--- src/rtl/auth_ctrl_gen_pkg.sv ---
// Shared definitions for the rider-authorisation controller.
//   auth_state_t    : controller states, encoded as they appear on auth_state
//   AUTH_GO_CODE    : default byte that authorises or refreshes power-up ('G')
//   AUTH_STOP_CODE  : default byte that requests a stop ('S')
package auth_pkg;

   typedef enum logic [1:0] {
      OFF  = 2'd0,
      PWR1 = 2'd1,
      PWR2 = 2'd2
   } auth_state_t;

   localparam logic [7:0] AUTH_GO_CODE   = 8'h47;
   localparam logic [7:0] AUTH_STOP_CODE = 8'h53;

endpackage

--- src/rtl/auth_ctrl_gen_if.sv ---
// Byte handshake between the BLE UART receiver and the authorisation block.
//   rx_data    : received command byte
//   rx_rdy     : byte valid, held by the receiver until acknowledged
//   clr_rx_rdy : one-cycle acknowledge from the consumer
// master = UART receiver side, slave = authorisation controller side.
interface auth_ctrl_gen_if #(
   parameter int DATA_W = 8
);

   logic [DATA_W-1:0] rx_data;
   logic              rx_rdy;
   logic              clr_rx_rdy;

   modport master (
      output rx_data,
      output rx_rdy,
      input  clr_rx_rdy
   );

   modport slave (
      input  rx_data,
      input  rx_rdy,
      output clr_rx_rdy
   );

endinterface

--- src/rtl/auth_ctrl_gen_debounce.sv ---
// Rider-off qualifier: a saturating run-length counter on the raw rider_off
// indication.
//   clk, rst    : system clock, synchronous active-high reset
//   rider_off   : raw rider-absent indication
//   rider_off_q : high once rider_off has been high for OFF_DEB consecutive
//                 rising edges; drops after the first low sample
module rider_off_debounce #(
   parameter int OFF_DEB = 1024
) (
   input  logic clk,
   input  logic rst,
   input  logic rider_off,
   output logic rider_off_q
);

   localparam int CW = $clog2(OFF_DEB + 1);
   localparam logic [CW-1:0] CNT_MAX = CW'(OFF_DEB);

   logic [CW-1:0] cnt_q, cnt_d;

   always_comb begin
      cnt_d = '0;
      if (rider_off) begin
         cnt_d = (cnt_q == CNT_MAX) ? cnt_q : cnt_q + 1'b1;
      end
   end

   always_ff @(posedge clk) begin
      if (rst) begin
         cnt_q <= '0;
      end else begin
         cnt_q <= cnt_d;
      end
   end

   // Decoded straight from the flop, so the qualifier is high right after
   // the OFF_DEB-th high sample.
   assign rider_off_q = (cnt_q == CNT_MAX);

endmodule

--- src/rtl/auth_ctrl_gen.sv ---
// Rider-authorisation controller: decodes GO/STOP command bytes from the UART
// receiver, runs a heartbeat timeout in PWR1 and gates power with a debounced
// rider-off qualifier.
//   clk, rst   : system clock, synchronous active-high reset
//   rx_if      : byte handshake (rx_data, rx_rdy in; clr_rx_rdy out)
//   rider_off  : raw rider-absent indication
//   pwr_up     : power enable for balance controller and steering
//   auth_state : current state (OFF=0, PWR1=1, PWR2=2)
//   tmo_evt    : one-cycle pulse when the heartbeat timeout fires
//
// state | meaning
// ------+--------------------------------------------------------------
// OFF   | no power; waiting for GO
// PWR1  | powered and authorised; heartbeat timer running
// PWR2  | powered after STOP/timeout; drops to OFF once rider is off
module auth_ctrl_gen
   import auth_pkg::*;
#(
   parameter int                DATA_W    = 8,
   parameter logic [DATA_W-1:0] GO_CODE   = DATA_W'(AUTH_GO_CODE),
   parameter logic [DATA_W-1:0] STOP_CODE = DATA_W'(AUTH_STOP_CODE),
   parameter int                TMO_CYC   = 2**24,
   parameter int                OFF_DEB   = 1024
) (
   input  logic                  clk,
   input  logic                  rst,
   auth_ctrl_gen_if.slave        rx_if,
   input  logic                  rider_off,
   output logic                  pwr_up,
   output logic [1:0]            auth_state,
   output logic                  tmo_evt
);

   localparam bit TMO_EN = (TMO_CYC != 0);
   localparam int TW     = TMO_EN ? $clog2(TMO_CYC + 1) : 1;
   localparam logic [TW-1:0] TMO_LAST = TMO_EN ? TW'(TMO_CYC - 1) : '0;

   auth_state_t       state_q, state_d;
   logic              pend_q, pend_d;
   logic [DATA_W-1:0] byte_q, byte_d;
   logic              clr_q, clr_d;
   logic              pwr_q, pwr_d;
   logic              tmo_q, tmo_d;
   logic [TW-1:0]     tmr_q, tmr_d;

   logic rider_off_q;
   logic accept;
   logic go;
   logic stop;
   logic tmo_fire;

   rider_off_debounce #(
      .OFF_DEB (OFF_DEB)
   ) u_deb (
      .clk         (clk),
      .rst         (rst),
      .rider_off   (rider_off),
      .rider_off_q (rider_off_q)
   );

   always_comb begin
      // A byte is captured once, then blocked for the capture cycle and the
      // acknowledge cycle so a still-high rx_rdy is not consumed twice.
      accept   = rx_if.rx_rdy && !clr_q && !pend_q;
      pend_d   = accept;
      byte_d   = accept ? rx_if.rx_data : byte_q;
      go       = pend_q && (byte_q == GO_CODE);
      stop     = pend_q && (byte_q == STOP_CODE);
      tmo_fire = TMO_EN && (state_q == PWR1) && (tmr_q == TMO_LAST);

      state_d  = state_q;
      clr_d    = pend_q;
      tmo_d    = 1'b0;
      tmr_d    = '0;

      case (state_q)
         OFF: begin
            if (go) begin
               state_d = PWR1;
            end
         end
         PWR1: begin
            // GO outranks both STOP and a coincident timeout.
            if (!go) begin
               if (stop || tmo_fire) begin
                  tmo_d   = tmo_fire;
                  state_d = rider_off_q ? OFF : PWR2;
               end else if (TMO_EN) begin
                  tmr_d = tmr_q + 1'b1;
               end
            end
         end
         PWR2: begin
            if (go) begin
               state_d = PWR1;
            end else if (rider_off_q) begin
               state_d = OFF;
            end
         end
         default: begin
            state_d = OFF;
         end
      endcase

      pwr_d = (state_d != OFF);
   end

   always_ff @(posedge clk) begin
      if (rst) begin
         state_q <= OFF;
         pend_q  <= 1'b0;
         byte_q  <= '0;
         clr_q   <= 1'b0;
         pwr_q   <= 1'b0;
         tmo_q   <= 1'b0;
         tmr_q   <= '0;
      end else begin
         state_q <= state_d;
         pend_q  <= pend_d;
         byte_q  <= byte_d;
         clr_q   <= clr_d;
         pwr_q   <= pwr_d;
         tmo_q   <= tmo_d;
         tmr_q   <= tmr_d;
      end
   end

   assign rx_if.clr_rx_rdy = clr_q;
   assign pwr_up           = pwr_q;
   assign auth_state       = state_q;
   assign tmo_evt          = tmo_q;

endmodule

--- src/flat_wrapper.sv ---
// flat-port wrapper written by rule: the top's interface ports become plain ports
module auth_ctrl_gen_flat import auth_pkg::*;
#(
   parameter int                DATA_W    = 8,
   parameter logic [DATA_W-1:0] GO_CODE   = DATA_W'(AUTH_GO_CODE),
   parameter logic [DATA_W-1:0] STOP_CODE = DATA_W'(AUTH_STOP_CODE),
   parameter int                TMO_CYC   = 2**24,
   parameter int                OFF_DEB   = 1024
)
  (clk, rst, rider_off, pwr_up, auth_state, tmo_evt, rx_if_rx_data, rx_if_rx_rdy, rx_if_clr_rx_rdy);
  auth_ctrl_gen_if #(.DATA_W(DATA_W)) rx_if_i ();
  input  logic clk;
  input  logic rst;
  input  logic rider_off;
  output logic pwr_up;
  output logic [1:0] auth_state;
  output logic tmo_evt;
  input wire logic [$bits(rx_if_i.rx_data)-1:0] rx_if_rx_data;
  input wire logic [$bits(rx_if_i.rx_rdy)-1:0] rx_if_rx_rdy;
  output wire logic [$bits(rx_if_i.clr_rx_rdy)-1:0] rx_if_clr_rx_rdy;
  assign rx_if_i.rx_data = rx_if_rx_data;
  assign rx_if_i.rx_rdy = rx_if_rx_rdy;
  assign rx_if_clr_rx_rdy = rx_if_i.clr_rx_rdy;
  auth_ctrl_gen #(.DATA_W(DATA_W), .GO_CODE(GO_CODE), .STOP_CODE(STOP_CODE), .TMO_CYC(TMO_CYC), .OFF_DEB(OFF_DEB)) u_core (.clk(clk), .rst(rst), .rx_if(rx_if_i), .rider_off(rider_off), .pwr_up(pwr_up), .auth_state(auth_state), .tmo_evt(tmo_evt));
endmodule
--- config.mk ---
export PLATFORM = sky130hd
export DESIGN_NAME = auth_ctrl_gen_flat
export DESIGN_NICKNAME = d
export VERILOG_FILES = /design/src/rtl/auth_ctrl_gen_pkg.sv /design/src/rtl/auth_ctrl_gen_if.sv /design/src/rtl/auth_ctrl_gen_debounce.sv /design/src/rtl/auth_ctrl_gen.sv /design/src/flat_wrapper.sv
export SDC_FILE = /design/constraint.sdc
export NUM_CORES = 1
export LEC_CHECK = 0
export CAP_MARGIN = 20
export CORE_MARGIN = 1.5
export CORE_UTILIZATION = 65
export CTS_BUF_LIST = sky130_fd_sc_hd__clkbuf_4 sky130_fd_sc_hd__clkbuf_8
export DETAILED_ROUTE_END_ITERATION = 8
export PLACE_DENSITY_LB_ADDON = 0.05
export SYNTH_ARGS = -nofsm -noshare
export SYNTH_HDL_FRONTEND = slang
export SYNTH_SLANG_ARGS = --single-unit
--- constraint.sdc ---
create_clock -name clk -period 2.8 [get_ports clk]
set_input_delay 0.56 -clock clk [delete_from_list [all_inputs] [get_ports clk]]
set_output_delay 0.56 -clock clk [all_outputs]
set_load 0.01 [all_outputs]
After elaboration in Yosys (flattened, before gate mapping)
Index checks and enable logic that the tools add are counted.

Bits in registers: 50. Output and inout bits: 5. Word-level logic and storage cells: 39.

$add $sub $neg: 2. Equality and inequality tests: 6. Muxes and demuxes: 7. Bitwise gates (word level): 3. Reduce and logical (&&, ||, !) cells: 13.

Operators by type and width (number): adder 25 x 1 -> 25 bit (second input constant) (1); equality test 25 x 24 -> 1 bit (second input constant) (1); equality test 8 x 7 -> 1 bit (second input constant) (2); 2-to-1 mux 2 bit (6); adder 11 x 1 -> 11 bit (second input constant) (1); equality test 11 bit (second input constant) (1); OR reduction 4 bit (2); one-hot mux 2 bit (3 select lines) (1); logical AND 1 bit (5); inverter 1 bit (3); equality test 2 x 1 -> 1 bit (second input constant) (1); equality test 2 bit (second input constant) (1); zero test 1 bit (2); zero test 2 bit (1); nonzero test 2 bit (1); OR reduction 2 bit (1); logical OR 1 bit (1).

Longest topological paths before layout
Depth after elaboration: 7. Mapped depth: 6. Depth with buffers taken out: 6.

Hierarchy
Synthesis repeated with hierarchy kept, for this count alone.

Cell total of the unflattened synthesis: 250. Area total of the unflattened synthesis: 2277.2 um2.

Modules (own cells, without submodules): auth_ctrl_gen (instances 1, cells an instance 189, area each 1717.9 um2); rider_off_debounce (instances 1, cells an instance 61, area each 559.3 um2).

Worst setup path after synthesis
No wires, ideal clock.

Kind: reg2reg. From: register u_core.tmr_q[2]. To: register u_core.tmr_q[22]. Library setup time: 130 ps. Arrival: 1466 ps. Data required time: 2670 ps. Slack: 1204 ps. Stages on the path, launching flop included: 7. Clock period less this slack: 1596 ps. Cells stage by stage: dfxtp_1 > and4_1 > buf_6 > nand4_4 > o311ai_4 > buf_6 > a21oi_1.

Longest elaborated chain between the ends: 4.

Ends and longest elaborated chain: start: declaration (line auth_ctrl_gen.sv:44) `logic [TW-1:0] tmr_q, tmr_d;`; start signal: assignment (line auth_ctrl_gen.sv:124) `tmr_q <= tmr_d;`; branches (longest 4 deep; another with adder 25 x 1 -> 25 bit).

Parallel ways; which one is timed is not known. A chain may end at the register's enable or synchronous reset.

Worst setup path in the final report
From: register u_core.tmr_q[12]. To: register u_core.tmr_q[6].

Longest elaborated chain between the ends: 4.

Ends and longest elaborated chain: equality test 25 x 24 -> 1 bit (line auth_ctrl_gen.sv:69) `tmo_fire = TMO_EN && (state_q == PWR1) && (tmr_q == TMO_LAST);`; logical AND 1 bit (line auth_ctrl_gen.sv:69); logical OR 1 bit (line auth_ctrl_gen.sv:85) `if (stop || tmo_fire) begin`; OR reduction 4 bit (no source line).

No other way between the ends.

==> results.md <==
- DP Cell Count: between 200 and 300
- Number of distinct library cells after synthesis: 42
- CP max-delay cell: nand3_1
- Mean Syn Cell Area: 9.351 sq um
- Leak Pwr: 0.8728 nW
- Synth Cell Area: 2272 sq um
- Global route overflow: 0
- IO Pins: 17
- Switching portion of total power: 0.2245
- Setup bufs post-CTS: 0
- Cts-stage hold buffer count: 0
- Status: completed
- Worst reg2reg setup slack: around 0.74 ns
- Worst setup EP type: flop
- CTS tree: built
- Post-Route WL: approximately 3900 um
- GRT Overall Usage: 0.2265
- Vias per cell: about 5.7
- Setup CP Type: flop to flop
- Reg2Reg Depth: 5
- Met3 WL: about 130 um
- Slew HR: 0.5228
- Hold Crit Depth: 1
- FMAX: 484.6 MHz
- NumNets Final: between 200 and 300
- RSZ-0062 raised after global routing: no
- DR pass1 iterations: 4
- Area leader, netlist: dfxtp_1
- Final core occ: 0.7492
- Clk Latency, worst-skew pair: roughly 0.37 ns
- Vias in the first global route: around 1600
- CTS resizes: 0
- Max Used Layer: met4
- Clock Tree Root: clkbuf_4
- Worst Hold End: u_core.tmr_q[0]
- Worst Path Max Fanout: 25
- EDFF count, synth: 0
- Sequential share of the synthesized area: 0.4405
- IO buf count: 16
- Clk_skew: 0.01553 ns
- Initial core utilization: 0.6809
- Yosys reg bits: 50
- Area of the multi-input gates: roughly 1200 sq um
- Startpoint Class: flop
- Drt wl/cell: between 10 and 15 um
- RR Startpoint: u_core.tmr_q[12]
- Worst-Margin Slew: just over 0.7 ns
- GP Congestion: 0.7988
- Non-Filler Instances: just over 300
- DP Wirelength: between 2000 and 3000 um
- Worst path max stage delay: between 0.5 and 0.6 ns
- Number of fill cells in the layout: roughly 270
- Yosys top cell area share: 0.4405
- Final setup viols: 0
- Sum Neg Setup Slack: 0 ns
- Std-Cell Rows: 21
- Power share of the combinational group: 0.050
- Crit path DAT: between 2 and 2.5 ns
- DRC Markers: 0
- Final worst-path cycle share: 0.7370
- Antenna Cells: 0
- P_int: about 860 uW
- M1 wire length: 1878 um
- Clock Sinks: 50
- VDD IR max: between 0.3 and 0.4 mV
- WP data required: ~3.1 ns
- Core Area: around 3300 sq um
- Htree depth: 2
- Pwr per Cell Area: between 400 and 500 nW/um^2
- Die height: between 60 and 70 um
- Synth async-reset ratio: 0
- Cell with the most instances after synthesis: dfxtp_1
- Fin crit period: 2.064 ns
- Worst hold path type: flop to flop
- Die Width: approximately 62 um
- Hold wc startpoint: u_core.tmr_q[0]
- DR WL met2: between 1500 and 2000 um
- Worst path cell trace: and3_1 > nand3_1 > o311ai_4 > buf_4 > nor2_1
- Post-synth top cells: dfxtp_1 (50), nor2_1 (33), nand3_1 (16)
- Layout area overhead: 10.02%
- Num CTS Buffers: 5
- Reg2reg end: u_core.tmr_q[6]
- Initial antenna violation count: 0
- Net count after synthesis: 258
- Clock power share: 0.296
- P_sw: 249.9 uW
- Register area: about 1000 sq um
- Share of layout cells above drive strength 1: 0.06538
- Die area: roughly 3900 sq um
- Routed Antenna Nets: 0
- Top cells by area, synth: dfxtp_1 (44%), xor2_1 (5.8%), nor2_1 (5.5%)
- Synth Instances: between 200 and 250
- Largest net degree at the start of global routing: 26
- WHS: around 0.45 ns
- Clock slew at reported path FFs: approximately 0.14 ns
- Yosys Warn Count: 0
- First-iteration detailed-routing DRC count: between 90 and 100
- Final Slew Violations: 0
- Via Count: about 1700
- First-pass GRT wire length: 7217 um
- Sequential power share: 0.654
- Clock Path Buffers: 2
- Hold Fails Final Rpt: 0
- Max-Cap Viols: 0
- Synth Flop Type: dfxtp_1
-- area by class of cell --
class | instances | area share
inverters | 6 | 0.009009
well taps | 46 | 0.02302
flip-flops and latches | 50 | 0.4004
clock buffers | 6 | 0.01802
multi-input cells | 177 | 0.4710
repair buffers | 19 | 0.07307
clock inverters | 2 | 0.005506
-- placed cells by master (no fill, tap or decap), types with 4 or more instances in the layout --
master           instances
dfxtp_1                 50
nor2_1                  33
nand3_1                 16
clkdlybuf4s50_1         16
xor2_1                  15
a21oi_1                 13
mux2i_1                  9
nand2_1                  8
and3_1                   7
o31ai_1                  7
inv_1                    6
nor2b_1                  6
or4_1                    6
nand4_1                  6
o21ai_0                  6
clkbuf_4                 6
or3_1                    5
nand2b_1                 4
xnor2_1                  4
and4_1                   4
-- per-stage QoR --
step | worst slack [ns] | cell area (sq um) | power, mW
floorplan | 1.204 | 2272 | 0.7741
global placement | 0.8375 | 2441 | 0.7983
detailed placement | 0.7790 | 2441 | 0.7990
CTS | 0.7396 | 2500 | 1.126
global route | 0.5891 | 2500 | 1.162
finish | 0.7365 | 2500 | 1.113
-- power groups by stage --
stage / logic [mW] / registers, mW / clock network (mW)
6_report: 0.0553 / 0.728 / 0.330
5_1_grt: 0.0618 / 0.730 / 0.370
4_1_cts: 0.0558 / 0.728 / 0.342
3_5_place_dp: 0.0555 / 0.743 / 0
3_3_place_gp: 0.0550 / 0.743 / 0
2_1_floorplan: 0.0318 / 0.742 / 0
-- metal layers --
layer | vias up | track usage
met1 | 805 | 0.2937
met2 | 28 | 0.3668
met3 | 6 | 0.06341
met5 | - | 0
li1 | 904 | -
met4 | 0 | 0.07500
-- worst max-delay path, delay by kind of cell (launching register included) --
family,cells,cell delay (ns)
AOI/OAI and AO/OA,1,0.46
DFF,1,0.39
buffers and inverters,1,0.33
and+or+nand+nor,3,0.78
-- kinds of logic after synthesis --
logic type / after synthesis / synth area share
simple gates: 108 / 0.2737
buf+inv: 16 / 0.04130
mux: 9 / 0.03965
flops: 50 / 0.4405
compound gates: 38 / 0.1151
fa+ha+maj: 3 / 0.01652
xor+xnor: 19 / 0.07324
-- worst max-delay path by stage --
stage               slack, ns               end  cells after the start             start
floorplan                1.20  u_core.tmr_q[22]                      6   u_core.tmr_q[2]
finish                   0.74   u_core.tmr_q[6]                      5  u_core.tmr_q[12]
detailed placement       0.78   u_core.tmr_q[6]                      5  u_core.tmr_q[11]
CTS                      0.74   u_core.tmr_q[6]                      5  u_core.tmr_q[11]
global route             0.59  u_core.tmr_q[21]                      5  u_core.tmr_q[12]
global placement         0.84   u_core.tmr_q[5]                      5  u_core.tmr_q[11]
-- state kept, by name, indices dropped and copies added, names as in the netlist --
name and flops:
u_core.auth_state 2, u_core.byte_q 8, u_core.clr_d 1, u_core.pwr_up 1
u_core.rx_if.clr_rx_rdy 1, u_core.tmo_evt 1, u_core.tmr_q 25, u_core.u_deb.cnt_q 11
Power figures use the tool's default switching activity.
